## src/rtl/fp32_div_seq.sv

```systemverilog
// Sequential IEEE-754 binary32 divider: res = a / b, radix-2 restoring mantissa
// divider behind a start/done handshake, RNE rounding, subnormals in and out.
module fp32_div_seq #(
  parameter int WIDTH = 32,
  parameter int QBITS = 26
) (
  input  logic             i_clk,
  input  logic             i_rst_n,
  input  logic             i_start,
  input  logic [WIDTH-1:0] i_a,
  input  logic [WIDTH-1:0] i_b,
  output logic             o_busy,
  output logic             o_done,
  output logic [WIDTH-1:0] o_res
);

  typedef enum logic [2:0] {S_IDLE, S_UNPACK, S_DIV, S_ROUND, S_DONE} state_t;

  typedef struct packed {
    logic        zero;
    logic        inf;
    logic        nan;
    logic [23:0] man;   // normalised, bit23 set for any finite nonzero operand
    logic [9:0]  ex;    // biased exponent, two's complement (subnormals go below 1)
  } opnd_t;

  localparam logic [31:0] CANON_NAN = 32'hFFFF_FFFF;

  function automatic logic [4:0] lz_shift(input logic [22:0] f);
    logic [4:0] s;
    s = 5'd0;
    for (int i = 0; i < 23; i++) begin
      if (f[i]) s = 5'(23 - i);
    end
    return s;
  endfunction

  function automatic opnd_t classify(input logic [31:0] x);
    opnd_t      o;
    logic [4:0] s;
    logic [23:0] m;
    s      = lz_shift(x[22:0]);
    m      = {1'b0, x[22:0]};
    o.zero = (x[30:23] == 8'h00) && (x[22:0] == 23'd0);
    o.inf  = (x[30:23] == 8'hFF) && (x[22:0] == 23'd0);
    o.nan  = (x[30:23] == 8'hFF) && (x[22:0] != 23'd0);
    if (x[30:23] == 8'h00) begin
      o.man = m << s;
      o.ex  = 10'd1 - {5'd0, s};
    end else begin
      o.man = {1'b1, x[22:0]};
      o.ex  = {2'b00, x[30:23]};
    end
    return o;
  endfunction

  state_t              r_state, w_next;
  logic [WIDTH-1:0]    r_a, r_b;
  logic                r_sign;
  logic signed [9:0]   r_e;
  logic [23:0]         r_mb;
  logic [24:0]         r_rem;
  logic [QBITS-1:0]    r_q;
  logic [4:0]          r_cnt;
  logic [WIDTH-1:0]    r_pack;
  logic [WIDTH-1:0]    r_res;
  logic                r_done;

  opnd_t               w_opa, w_opb;
  logic                w_sign;
  logic signed [9:0]   w_e_unp;
  logic                w_special;
  logic [WIDTH-1:0]    w_special_res;
  logic                w_ge;
  logic [24:0]         w_diff;
  logic                w_accept;

  logic [QBITS-1:0]    w_qn;
  logic signed [9:0]   w_en;
  logic signed [9:0]   w_shf;
  logic [4:0]          w_sh;
  logic [49:0]         w_wide;
  logic [23:0]         w_sig;
  logic                w_guard, w_sticky, w_inc;
  logic [7:0]          w_ed;
  logic [30:0]         w_mag;
  logic [WIDTH-1:0]    w_round_res;

  // Operand classification and special-value results.
  assign w_opa   = classify(r_a);
  assign w_opb   = classify(r_b);
  assign w_sign  = r_a[31] ^ r_b[31];
  assign w_e_unp = $signed(w_opa.ex) - $signed(w_opb.ex) + 10'sd127;

  // NOTE: every always_comb output gets a default first, so no path can infer a latch.
  always_comb begin
    w_special     = 1'b1;
    w_special_res = CANON_NAN;
    if (w_opa.nan || w_opb.nan || (w_opa.zero && w_opb.zero) || (w_opa.inf && w_opb.inf))
      w_special_res = CANON_NAN;
    else if (w_opb.zero || w_opa.inf)
      w_special_res = {w_sign, 8'hFF, 23'd0};
    else if (w_opb.inf || w_opa.zero)
      w_special_res = {w_sign, 31'd0};
    else
      w_special = 1'b0;
  end

  // One restoring-division step; remainder stays below 2*mb so 25 bits suffice.
  assign w_ge   = (r_rem >= {1'b0, r_mb});
  assign w_diff = w_ge ? (r_rem - {1'b0, r_mb}) : r_rem;

  // Normalise, denormalise if the exponent underflows, then round to nearest even.
  always_comb begin
    w_qn = r_q;
    w_en = r_e;
    if (!r_q[QBITS-1]) begin
      w_qn = {r_q[QBITS-2:0], 1'b0};
      w_en = r_e - 10'sd1;
    end
    w_sig    = w_qn[25:2];
    w_guard  = w_qn[1];
    w_sticky = w_qn[0] | (|r_rem);
    w_ed     = w_en[7:0];
    w_shf    = 10'sd1 - w_en;
    w_sh     = 5'd0;
    w_wide   = {w_qn[25:1], 25'd0};
    if (w_en <= 10'sd0) begin
      w_sh     = (w_shf > 10'sd26) ? 5'd26 : w_shf[4:0];
      w_wide   = {w_qn[25:1], 25'd0} >> w_sh;
      w_sig    = w_wide[49:26];
      w_guard  = w_wide[25];
      w_sticky = w_sticky | (|w_wide[24:0]);
      w_ed     = 8'd0;
    end
    w_inc = w_guard & (w_sticky | w_sig[0]);
    // Carry out of the fraction lands in the exponent field (also subnormal -> min normal).
    w_mag = {w_ed, w_sig[22:0]} + {30'd0, w_inc};
    if (w_en >= 10'sd255) w_round_res = {r_sign, 8'hFF, 23'd0};
    else                  w_round_res = {r_sign, w_mag};
  end

  // FSM: state register.
  // NOTE: sequential state uses non-blocking assignments so every flop samples pre-edge values.
  always_ff @(posedge i_clk or negedge i_rst_n) begin
    if (!i_rst_n) r_state <= S_IDLE;
    else          r_state <= w_next;
  end

  // FSM: next state. A start in the o_done cycle is held off until the following cycle.
  always_comb begin
    w_next = r_state;
    case (r_state)
      S_IDLE:   if (i_start && !r_done) w_next = S_UNPACK;
      S_UNPACK: w_next = w_special ? S_DONE : S_DIV;
      S_DIV:    if (r_cnt == 5'(QBITS - 1)) w_next = S_ROUND;
      S_ROUND:  w_next = S_DONE;
      S_DONE:   w_next = S_IDLE;
      default:  w_next = S_IDLE;
    endcase
  end

  // FSM: outputs.
  always_comb begin
    w_accept = 1'b0;
    o_busy   = 1'b1;
    case (r_state)
      S_IDLE: begin
        w_accept = i_start && !r_done;
        o_busy   = r_done;
      end
      default: o_busy = 1'b1;
    endcase
  end

  assign o_done = r_done;
  assign o_res  = r_res;

  // Datapath registers.
  always_ff @(posedge i_clk or negedge i_rst_n) begin
    if (!i_rst_n) begin
      r_a    <= '0;
      r_b    <= '0;
      r_sign <= 1'b0;
      r_e    <= '0;
      r_mb   <= '0;
      r_rem  <= '0;
      r_q    <= '0;
      r_cnt  <= '0;
      r_pack <= '0;
      r_res  <= '0;
      r_done <= 1'b0;
    end else begin
      r_done <= (r_state == S_DONE);
      case (r_state)
        S_IDLE: begin
          if (w_accept) begin
            r_a <= i_a;
            r_b <= i_b;
          end
        end
        S_UNPACK: begin
          r_sign <= w_sign;
          r_e    <= w_e_unp;
          r_rem  <= {1'b0, w_opa.man};
          r_mb   <= w_opb.man;
          r_q    <= '0;
          r_cnt  <= '0;
          if (w_special) r_pack <= w_special_res;
        end
        S_DIV: begin
          r_rem <= {w_diff[23:0], 1'b0};
          r_q   <= {r_q[QBITS-2:0], w_ge};
          r_cnt <= r_cnt + 5'd1;
        end
        S_ROUND: r_pack <= w_round_res;
        S_DONE:  r_res  <= r_pack;
        default: ;
      endcase
    end
  end

endmodule

```

## config.mk

```make
export PLATFORM = sky130hd
export DESIGN_NAME = fp32_div_seq
export DESIGN_NICKNAME = d
export VERILOG_FILES = /design/src/rtl/fp32_div_seq.sv
export SDC_FILE = /design/constraint.sdc
export NUM_CORES = 1
export LEC_CHECK = 0
export ABC_CLOCK_PERIOD_IN_PS = 8350
export CAP_MARGIN = 20
export CORE_ASPECT_RATIO = 0.9
export CORE_MARGIN = 3
export CORE_UTILIZATION = 55
export DETAILED_ROUTE_END_ITERATION = 12
export PLACE_DENSITY = 0.79
export SYNTH_ARGS = -nofsm -noshare
export SYNTH_HDL_FRONTEND = slang
export SYNTH_SLANG_ARGS = --single-unit
export TNS_END_PERCENT = 100
```

## constraint.sdc

```tcl
create_clock -name i_clk -period 8.35 [get_ports i_clk]
set_clock_uncertainty 0.2 [all_clocks]
set_input_delay 1.2525 -clock i_clk [delete_from_list [all_inputs] [get_ports i_clk]]
set_output_delay 1.2525 -clock i_clk [all_outputs]
set_load 0.1 [all_outputs]
```

==> flow_metrics.env, run 1 <==
export IMPL_ys_seq_area_share_pct=31.53
export IMPL_htreeDepth=1
export IMPL_gr_total_overflow=0
export IMPL_fin_crit_ns=7.559
export IMPL_dieArea_mm2=0.03437
export IMPL_core_area_mm2=0.03129
export IMPL_cts_setup_buffers=0
export IMPL_diodes=0
export IMPL_start_util_pct=56.56
export IMPL_worst_path_largest_cell_delay_ns=0.66
export IMPL_via_count=17360
export IMPL_first_global_vias=16350
export IMPL_multi_input_area_mm2=0.01134
export IMPL_grt_pass1_wl_mm=94.68
export IMPL_syn_avg_cell_area_um2=8.612
export IMPL_critPathBufInv=3
export IMPL_die_y_um=176.2
export IMPL_path_class="flop to flop"
export IMPL_post_route_period_util_pct=90.53
export IMPL_synth_edf_count=0
export IMPL_endpoint_kind="flop"
export IMPL_clock_latency_ns=0.56
export IMPL_drive_gt1_share_pct=12.68
export IMPL_setup_tns_ns=0
export IMPL_fmax_mhz=132.3
export IMPL_cts_made_buffers=25
export IMPL_setup_violations=0
export IMPL_ys_flop_type="dfrtp_1"
export IMPL_grt_start_max_net_pins=150
export IMPL_place_hpwl_mm=45.53
export IMPL_grt_antenna_before_repair=2
export IMPL_cts_max_path_buffers=3
export IMPL_drv_slew=0
export IMPL_wl_per_cell_um=24.21
export IMPL_hold_buffers=0
export IMPL_drc=0
export IMPL_rows=61
export IMPL_synth_fp_nets=2173
export IMPL_n_fill_cell=2664
export IMPL_via_per_inst=6.923
export IMPL_async_flop_share_pct=100.0
export IMPL_cp_top_family="compound AO/OA/AOI/OAI gates"
export IMPL_worst_ep_required_time_ns=8.53
export IMPL_portBuffers=100
export IMPL_place_area_mm2=0.01895
export IMPL_rsz0062_at_grt="no"
export IMPL_relSlewSlack_pct=24.76
export IMPL_nNetsFinal=2201
export IMPL_boundaryPins=101
export IMPL_synth_warnings=0
export IMPL_ys_seq_elements=223
export IMPL_routed_wl_mm=60.68
export IMPL_ff_latch_area_mm2=0.005582
export IMPL_drtIter0Drc=2394
export IMPL_crit_slowest_cell="or4_4"
export IMPL_cts_root_buf="clkbuf_16"
export IMPL_critPathMaxFanout=14
export IMPL_outcome="finished, final reports clean"
export IMPL_fin_area_mm2=0.01975
export IMPL_syn_area_mm2=0.01770
export IMPL_tightest_slew_ns=1.097
export IMPL_ys_types=112
export IMPL_place_congestion=1.021
export IMPL_startpoint_type="flop"
export IMPL_first_pass_iters=6
export IMPL_synthCells=2055
export IMPL_cts_sinks=223
export IMPL_drv_cap=0
export IMPL_cts_tree="yes"
export IMPL_arrival_ns=7.74
export IMPL_grt_usage_pct=34.32
export IMPL_die_w_um=195.1
export IMPL_clk_pin_slew_ns=0.06
export IMPL_cts_resized=0
export IMPL_area_growth_pct=11.57
export IMPL_finalHoldViolCount=0
export IMPL_worstHoldPathType="flop to flop"
export IMPL_ant_nets=0
==> worst reg2reg max path: stages (launching register included) <==
cell	delay, ns
dfrtp_1	0.59
inv_1	0.16
ha_1	0.29
nor3b_2	0.21
nor2_1	0.39
ha_1	0.25
inv_1	0.05
buf_4	0.18
a221oi_1	0.38
o221ai_1	0.19
o2111ai_1	0.32
o211ai_2	0.30
a31oi_4	0.63
o221ai_1	0.26
nor3_1	0.30
o21ai_0	0.14
a32oi_1	0.38
nand2_1	0.10
nor2_1	0.10
ha_1	0.28
nand2b_1	0.08
or4_1	0.52
or4_4	0.66
nor2_1	0.21
a211o_1	0.16
a31oi_1	0.08
==> cell type report <==
class	instances	share of cell area, %
clock buffers	33	3.472
flip-flops and latches	223	28.27
inverters	63	1.198
well taps	409	2.592
multi-input cells	1635	57.43
repair buffers	135	6.552
clock inverters	9	0.4879
==> routing by layer <==
metal,GRT usage (%),vias to the layer above,wire (um)
li1,-,7789,-
met1,52.72,8429,27490
met2,46.45,1024,24110
met3,10.61,110,7356
met4,8.969,4,1669
met5,0,-,61
==> per-stage QoR <==
step	hold WS (ns)	util [%]	setup slack (ns)	instances
CTS	0.2871	63.05	0.9589	2505
floorplan	0.2496	-	1.382	2055
global placement	0.2686	60.56	1.231	2463
global route	0.3189	63.10	0.3491	2507
finish	0.2880	63.10	0.7906	2507
detailed placement	0.2747	60.56	1.010	2463
==> cell usage after synthesis, drive strengths merged (19+ instances only) <==
library cell | number | area, um2
dfrtp | 223 | 5580
nor2 | 210 | 809.5
nand2 | 189 | 726.9
o21ai | 141 | 716.9
mux2 | 121 | 1363
a21oi | 112 | 560.5
clkbuf | 98 | 367.9
mux2i | 98 | 980.9
nor3 | 64 | 352.8
inv | 62 | 232.7
nand3 | 61 | 310.3
ha | 49 | 613.1
a211oi | 41 | 317.8
xnor2 | 41 | 366.6
buf | 36 | 245.2
o211ai | 29 | 222.7
a22o | 28 | 245.2
o22ai | 27 | 168.9
nand4 | 26 | 162.7
a31oi | 25 | 156.4
nor4 | 24 | 177.7
o31ai | 19 | 156.4
==> kinds of logic (layout without fill, tap and decap cells) <==
group           after synthesis  count (layout)  share of synthesized area, %
mux                         223             223                         13.75
compound gates              623             623                         24.48
xor+xnor                     58              58                         2.913
simple gates                680             680                         18.83
buf+inv                     197             240                         4.800
fa+ha+maj                    51              51                         3.690
flops                       223             223                         31.53
==> placed cells by master (no fill, tap or decap), types with 17 or more instances in the layout <==
cell and count:
a21oi_1 112, o21ai_0 128, a22o_1 28, clkdlybuf4s50_1 99, ha_1 49, o22ai_1 27
xnor2_1 39, inv_1 61, dfrtp_1 222, mux2i_1 97, mux2_2 121, nor4_1 21
nor3_1 59, nand3_1 59, nor2_1 203, clkbuf_16 25, nand4_1 26, a221oi_1 17
buf_4 33, a211oi_1 39, a31oi_1 24, o31ai_1 18, o211ai_1 28, a21o_1 17
nand2_1 184
==> registers in the layout, summed over array words and instances, names as in the netlist <==
register,flops
r_q,26
r_sign,1
o_done,1
r_state,3
r_a,32
r_e,10
r_mb,24
r_rem,25
o_res,32
r_b,32
r_cnt,5
r_pack,32
==> final timing paths <==
kind,from,depth (start not counted),end,slack [ns]
setup / recovery,r_e[0]$_DFFE_PN0P_,25,r_pack[28]$_DFFE_PN0P_,0.79
hold / removal,r_mb[18]$_DFFE_PN0P_,2,r_mb[18]$_DFFE_PN0P_,0.29
setup reg to reg,r_e[0]$_DFFE_PN0P_,25,r_pack[28]$_DFFE_PN0P_,0.79
hold reg to reg,r_mb[18]$_DFFE_PN0P_,2,r_mb[18]$_DFFE_PN0P_,0.29
max in group asynchronous,i_rst_n,2,o_res[13]$_DFFE_PN0P_,6.21
min in group asynchronous,i_rst_n,1,r_mb[3]$_DFFE_PN0P_,0.46
Power of run 1 is left out: the tool's default activity adds up to more than one toggle a clock period on the data nets, which glitch-free logic cannot reach.
==> run 2: changes to the inputs <==
--- a/config.mk
+++ b/config.mk
@@ -5,11 +5,12 @@
 export SDC_FILE = /design/constraint.sdc
 export NUM_CORES = 1
 export LEC_CHECK = 0
-export ABC_CLOCK_PERIOD_IN_PS = 8350
+export ABC_CLOCK_PERIOD_IN_PS = 9000
 export CAP_MARGIN = 20
 export CORE_ASPECT_RATIO = 0.9
 export CORE_MARGIN = 3
 export CORE_UTILIZATION = 55
+export CTS_CLUSTER_DIAMETER = 60
 export DETAILED_ROUTE_END_ITERATION = 12
 export PLACE_DENSITY = 0.79
 export SYNTH_ARGS = -nofsm -noshare
==> constraint.sdc (replaced) <==
create_clock -name i_clk -period 9 [get_ports i_clk]
set_clock_uncertainty 0.2 [all_clocks]
set_input_delay 1.35 -clock i_clk [delete_from_list [all_inputs] [get_ports i_clk]]
set_output_delay 1.35 -clock i_clk [all_outputs]
set_load 0.1 [all_outputs]
==> run 2 against run 1 <==
Worst setup slack improved by 0.13 ns. Cell count up 0.72%. Die area unchanged. Cell area up 1.3%. Utilization grew 0.82 points. Via count grew 0.67%. Non-clock buffer count grew 10. Critical path type unchanged. Largest cell class unchanged. Highest routed layer unchanged.
==> flow_metrics.env, run 2 (synthesized netlist as in run 1, its figures left out) <==
export IMPL_drv_slew=0
export IMPL_fin_area_mm2=0.02000
export IMPL_area_growth_pct=13.03
export IMPL_via_count=17470
export IMPL_final_common_cell="dfrtp_1"
export IMPL_portBuffers=100
export IMPL_cts_tree="yes"
export IMPL_endpoint_kind="flop"
export IMPL_core_area_mm2=0.03129
export IMPL_path_class="flop to flop"
export IMPL_wl_per_cell_um=24.19
export IMPL_hold_buffers=0
export IMPL_clk_pin_slew_ns=0.06
export IMPL_drv_cap=0
export IMPL_cts_max_path_buffers=3
export IMPL_arrival_ns=8.29
export IMPL_die_y_um=176.2
export IMPL_setup_violations=0
export IMPL_boundaryPins=101
export IMPL_rows=61
export IMPL_grt_usage_pct=34.66
export IMPL_worst_ep_required_time_ns=9.21
export IMPL_r2r_setup_slack_ns=0.92
export IMPL_fin_crit_ns=8.081
export IMPL_outcome="finished, final reports clean"
export IMPL_start_util_pct=56.56
export IMPL_clock_latency_ns=0.58
export IMPL_dp_slack_ns=1.239
export IMPL_via_per_inst=6.920
export IMPL_setup_worst_path_start="r_e[0]$_DFFE_PN0P_"
export IMPL_grt_start_max_net_pins=97
export IMPL_htreeDepth=1
export IMPL_grt_antenna_before_repair=1
export IMPL_cts_root_buf="clkbuf_16"
export IMPL_cts_sinks=223
export IMPL_hold_ws_ns=0.2911
export IMPL_worstHoldPathType="flop to flop"
export IMPL_startpoint_type="flop"
export IMPL_min_delay_start="r_cnt[4]$_DFFE_PN0P_"
export IMPL_finalHoldViolCount=0
export IMPL_place_area_mm2=0.01899
export IMPL_rsz0062_at_grt="no"
export IMPL_layout_common_cells="dfrtp_1, nor2_1, nand2_1, o21ai_0, mux2_2"
export IMPL_first_pass_iters=8
export IMPL_drc=0
export IMPL_fin_ws_ns=0.9188
export IMPL_critPathMaxFanout=27
export IMPL_tightest_slew_ns=1.061
export IMPL_cts_resized=0
export IMPL_die_w_um=195.1
export IMPL_routed_wl_mm=61.09
export IMPL_drtIter0Drc=2343
export IMPL_post_route_period_util_pct=89.79
export IMPL_gr_total_overflow=0
export IMPL_place_hpwl_mm=45.36
export IMPL_fmax_mhz=123.7
export IMPL_first_global_vias=16400
export IMPL_diodes=0
export IMPL_drive_gt1_share_pct=13.61
export IMPL_cts_setup_buffers=0
export IMPL_setup_tns_ns=0
export IMPL_relSlewSlack_pct=29.03
export IMPL_nNetsFinal=2213
export IMPL_grt_pass1_wl_mm=95.80
export IMPL_ant_nets=0
export IMPL_place_congestion=1.052
export IMPL_rr_startpoint="r_e[0]$_DFFE_PN0P_"
export IMPL_cts_made_buffers=27
export IMPL_dieArea_mm2=0.03437
export IMPL_n_fill_cell=2628
[run 2: layer usage]
| metal | GRT usage [%] | wire length [um] | share of wire, % | vias up |
|---|---|---|---|---|
| met5 | 0 | 13 | 0.021 | - |
| met4 | 7.722 | 1628 | 2.7 | 2 |
| met3 | 8.930 | 7437 | 12 | 116 |
| met2 | 49.05 | 24900 | 41 | 1051 |
| met1 | 53.13 | 27110 | 44 | 8473 |
| li1 | - | - | - | 7830 |
[run 2: cell type report]
cell class                 count  area [um2]  area share, %
clock inverter                16       227.7          1.138
multi-input combinational   1635       11340          56.69
inverter                      63       236.5          1.182
clock buffer                  34       762.0          3.809
tap                          409       511.7          2.558
timing repair buffer         145        1344          6.718
sequential                   223        5582          27.90
[run 2: stage by stage]
stage | utilization (%) | instances
after detailed placement | 60.69 | 2472
after global routing | 63.93 | 2525
after floorplan | - | 2055
after CTS | 63.85 | 2522
final | 63.93 | 2525
after global placement | 60.69 | 2472
[run 2: worst max-delay path, cell delays in order (launching register included)]
cell and delay, ns:
dfrtp_1 0.60, inv_1 0.14, ha_1 0.29, nor3b_2 0.21, nor2_1 0.42, ha_1 0.24, inv_1 0.25, a221oi_1 0.48
o221ai_1 0.20, o2111ai_1 0.35, o211ai_2 0.30, a31oi_4 0.85, o221ai_1 0.26, nor3_1 0.30, o21ai_0 0.20, a32oi_1 0.40
nand2_1 0.09, nor2_1 0.11, ha_1 0.25, nand2b_1 0.07, or4_1 0.50, or4_4 0.66, nor2_1 0.23, a211o_1 0.17
a31oi_1 0.08
[run 2: final timing paths]
path | depth (start not counted) | endpoint
max | 24 | r_pack[28]$_DFFE_PN0P_
min | 1 | r_cnt[4]$_DFFE_PN0P_
max reg2reg | 24 | r_pack[28]$_DFFE_PN0P_
min reg2reg | 1 | r_cnt[4]$_DFFE_PN0P_
max in group asynchronous | 2 | r_q[25]$_DFFE_PN0P_
min in group asynchronous | 1 | r_mb[4]$_DFFE_PN0P_
Power of run 2 is left out for the same reason.
==> run 3: changes to the inputs <==
--- a/config.mk
+++ b/config.mk
@@ -5,7 +5,6 @@
 export SDC_FILE = /design/constraint.sdc
 export NUM_CORES = 1
 export LEC_CHECK = 0
-export ABC_CLOCK_PERIOD_IN_PS = 9000
 export CAP_MARGIN = 20
 export CORE_ASPECT_RATIO = 0.9
 export CORE_MARGIN = 3
@@ -13,6 +12,7 @@
 export CTS_CLUSTER_DIAMETER = 60
 export DETAILED_ROUTE_END_ITERATION = 12
 export PLACE_DENSITY = 0.79
+export RECOVER_POWER = 50
 export SYNTH_ARGS = -nofsm -noshare
 export SYNTH_HDL_FRONTEND = slang
 export SYNTH_SLANG_ARGS = --single-unit
==> run 3 against run 2 <==
The run now ends with max-capacitance violations, max-slew violations left. Register-to-register slack better by 0.06 ns. Cell area down 0.21%. Via count is essentially flat. Sequential share of layout area rose by 0.060 points. Worst setup slack improved by 0.056 ns. Count of clock-buffer cells in the layout stayed put. Die area unchanged. Utilization fell by 0.14 points. Maximum frequency increased by 0.69%. Critical path type unchanged. Highest routed layer unchanged.
==> flow_metrics.env, run 3 (synthesized netlist as in run 1, its figures left out) <==
export IMPL_finalHoldViolCount=0
export IMPL_place_congestion=1.052
export IMPL_min_delay_start="r_cnt[4]$_DFFE_PN0P_"
export IMPL_setup_violations=0
export IMPL_setup_tns_ns=0
export IMPL_drc=0
export IMPL_gr_total_overflow=0
export IMPL_n_fill_cell=2635
export IMPL_critPathBufInv=2
export IMPL_drv_slew=424
export IMPL_clk_pin_slew_ns=0.06
export IMPL_start_util_pct=56.56
export IMPL_cts_resized=0
export IMPL_via_count=17480
export IMPL_post_route_period_util_pct=89.17
export IMPL_routed_wl_mm=60.94
export IMPL_arrival_ns=8.23
export IMPL_path_class="flop to flop"
export IMPL_wl_per_cell_um=24.13
export IMPL_violations="max-capacitance violations, max-slew violations"
export IMPL_whs_path_depth=1
export IMPL_fmax_mhz=124.6
export IMPL_dieArea_mm2=0.03437
export IMPL_nNetsFinal=2213
export IMPL_cp_cell_sequence="inv_1 -> ha_1 -> nor3b_2 -> nor2_1 -> ha_1 -> inv_1 -> a221oi_1 -> o221ai_1 -> o2111ai_1 -> o211ai_2 -> a31oi_4 -> o221ai_1 -> nor3_1 -> o21ai_0 -> a32oi_1 -> nand2_1 -> nor2_1 -> ha_1 -> nand2b_1 -> or4_1 -> or4_4 -> nor2_1 -> a211o_1 -> a31oi_1"
export IMPL_grt_antenna_before_repair=1
export IMPL_cts_tree="yes"
export IMPL_worstHoldPathType="flop to flop"
export IMPL_setup_worst_path_start="r_e[0]$_DFFE_PN0P_"
export IMPL_cts_made_buffers=27
export IMPL_rsz0062_at_grt="no"
export IMPL_drive_gt1_share_pct=13.23
export IMPL_worst_path_largest_cell_delay_ns=0.84
export IMPL_boundaryPins=101
export IMPL_via_per_inst=6.922
export IMPL_core_area_mm2=0.03129
export IMPL_diodes=0
export IMPL_place_hpwl_mm=45.36
export IMPL_grt_pass1_wl_mm=95.80
export IMPL_portBuffers=100
export IMPL_area_growth_pct=12.79
export IMPL_grt_start_max_net_pins=97
export IMPL_relSlewSlack_pct=-243.0
export IMPL_startpoint_type="flop"
export IMPL_rows=61
export IMPL_drtIter0Drc=2386
export IMPL_die_y_um=176.2
export IMPL_final_common_cell="dfrtp_1"
export IMPL_cts_sinks=223
export IMPL_ant_nets=0
export IMPL_r2r_worst_path_cells=24
export IMPL_grt_usage_pct=34.66
export IMPL_htreeDepth=1
export IMPL_fin_crit_ns=8.025
export IMPL_cts_root_buf="clkbuf_16"
export IMPL_tightest_slew_ns=5.145
export IMPL_drv_cap=7
export IMPL_endpoint_kind="flop"
export IMPL_hold_buffers=0
export IMPL_die_w_um=195.1
export IMPL_cts_setup_buffers=0
export IMPL_first_pass_iters=6
export IMPL_layout_common_cells="dfrtp_1, nor2_1, nand2_1, o21ai_0, mux2_2"
export IMPL_crit_slowest_cell="a31oi_4"
export IMPL_clock_latency_ns=0.58
export IMPL_critPathMaxFanout=27
export IMPL_rr_startpoint="r_e[0]$_DFFE_PN0P_"
export IMPL_first_global_vias=16400
export IMPL_outcome="complete, but fails checks"
export IMPL_cp_top_family="compound AO/OA/AOI/OAI gates"
export IMPL_cts_max_path_buffers=3
export IMPL_worst_ep_required_time_ns=9.21
export IMPL_crit_cells=24
==> run 3: area by class of cell <==
cell class	count	area (um2)	share of cell area, %
inverter	63	236.5	1.185
multi-input combinational	1635	11330	56.78
sequential	223	5582	27.96
clock inverter	16	227.7	1.141
tap	409	511.7	2.564
clock buffer	34	762.0	3.817
timing repair buffer	145	1309	6.556
==> run 3: worst reg2reg max path, cell delays in order, from the launching register on <==
cell and delay [ns]:
dfrtp_1 0.61, inv_1 0.14, ha_1 0.29, nor3b_2 0.21, nor2_1 0.42, ha_1 0.24, inv_1 0.24, a221oi_1 0.48
o221ai_1 0.20, o2111ai_1 0.34, o211ai_2 0.30, a31oi_4 0.84, o221ai_1 0.27, nor3_1 0.30, o21ai_0 0.21, a32oi_1 0.39
nand2_1 0.10, nor2_1 0.11, ha_1 0.25, nand2b_1 0.07, or4_1 0.50, or4_4 0.66, nor2_1 0.24, a211o_1 0.17
a31oi_1 0.08
==> run 3: final timing paths <==
path                                           to  slack (ns)
max                        r_pack[28]$_DFFE_PN0P_        0.97
min                          r_cnt[4]$_DFFE_PN0P_        0.29
max reg2reg                r_pack[28]$_DFFE_PN0P_        0.97
min reg2reg                  r_cnt[4]$_DFFE_PN0P_        0.29
max in group asynchronous     r_q[25]$_DFFE_PN0P_        2.19
min in group asynchronous     r_mb[3]$_DFFE_PN0P_        2.42
==> run 3: layer usage <==
| metal | GRT usage [%] | routed length [um] |
|---|---|---|
| met2 | 49.05 | 24940 |
| met4 | 7.722 | 1457 |
| met3 | 8.930 | 7244 |
| met5 | 0 | 13 |
| met1 | 53.13 | 27280 |
==> run 3: stage by stage <==
step                area, um2  std cells  setup slack [ns]  utilization, %  hold WS, ns
floorplan               17700       2055             2.032               -       0.2496
global placement        18990       2472             1.519           60.69       0.2684
detailed placement      18990       2472             1.239           60.69       0.2888
CTS                     19980       2522             1.179           63.85       0.2954
global route            19960       2525            0.4887           63.79       0.3194
finish                  19960       2525            0.9746           63.79       0.2929
Power of run 3 is left out for the same reason.
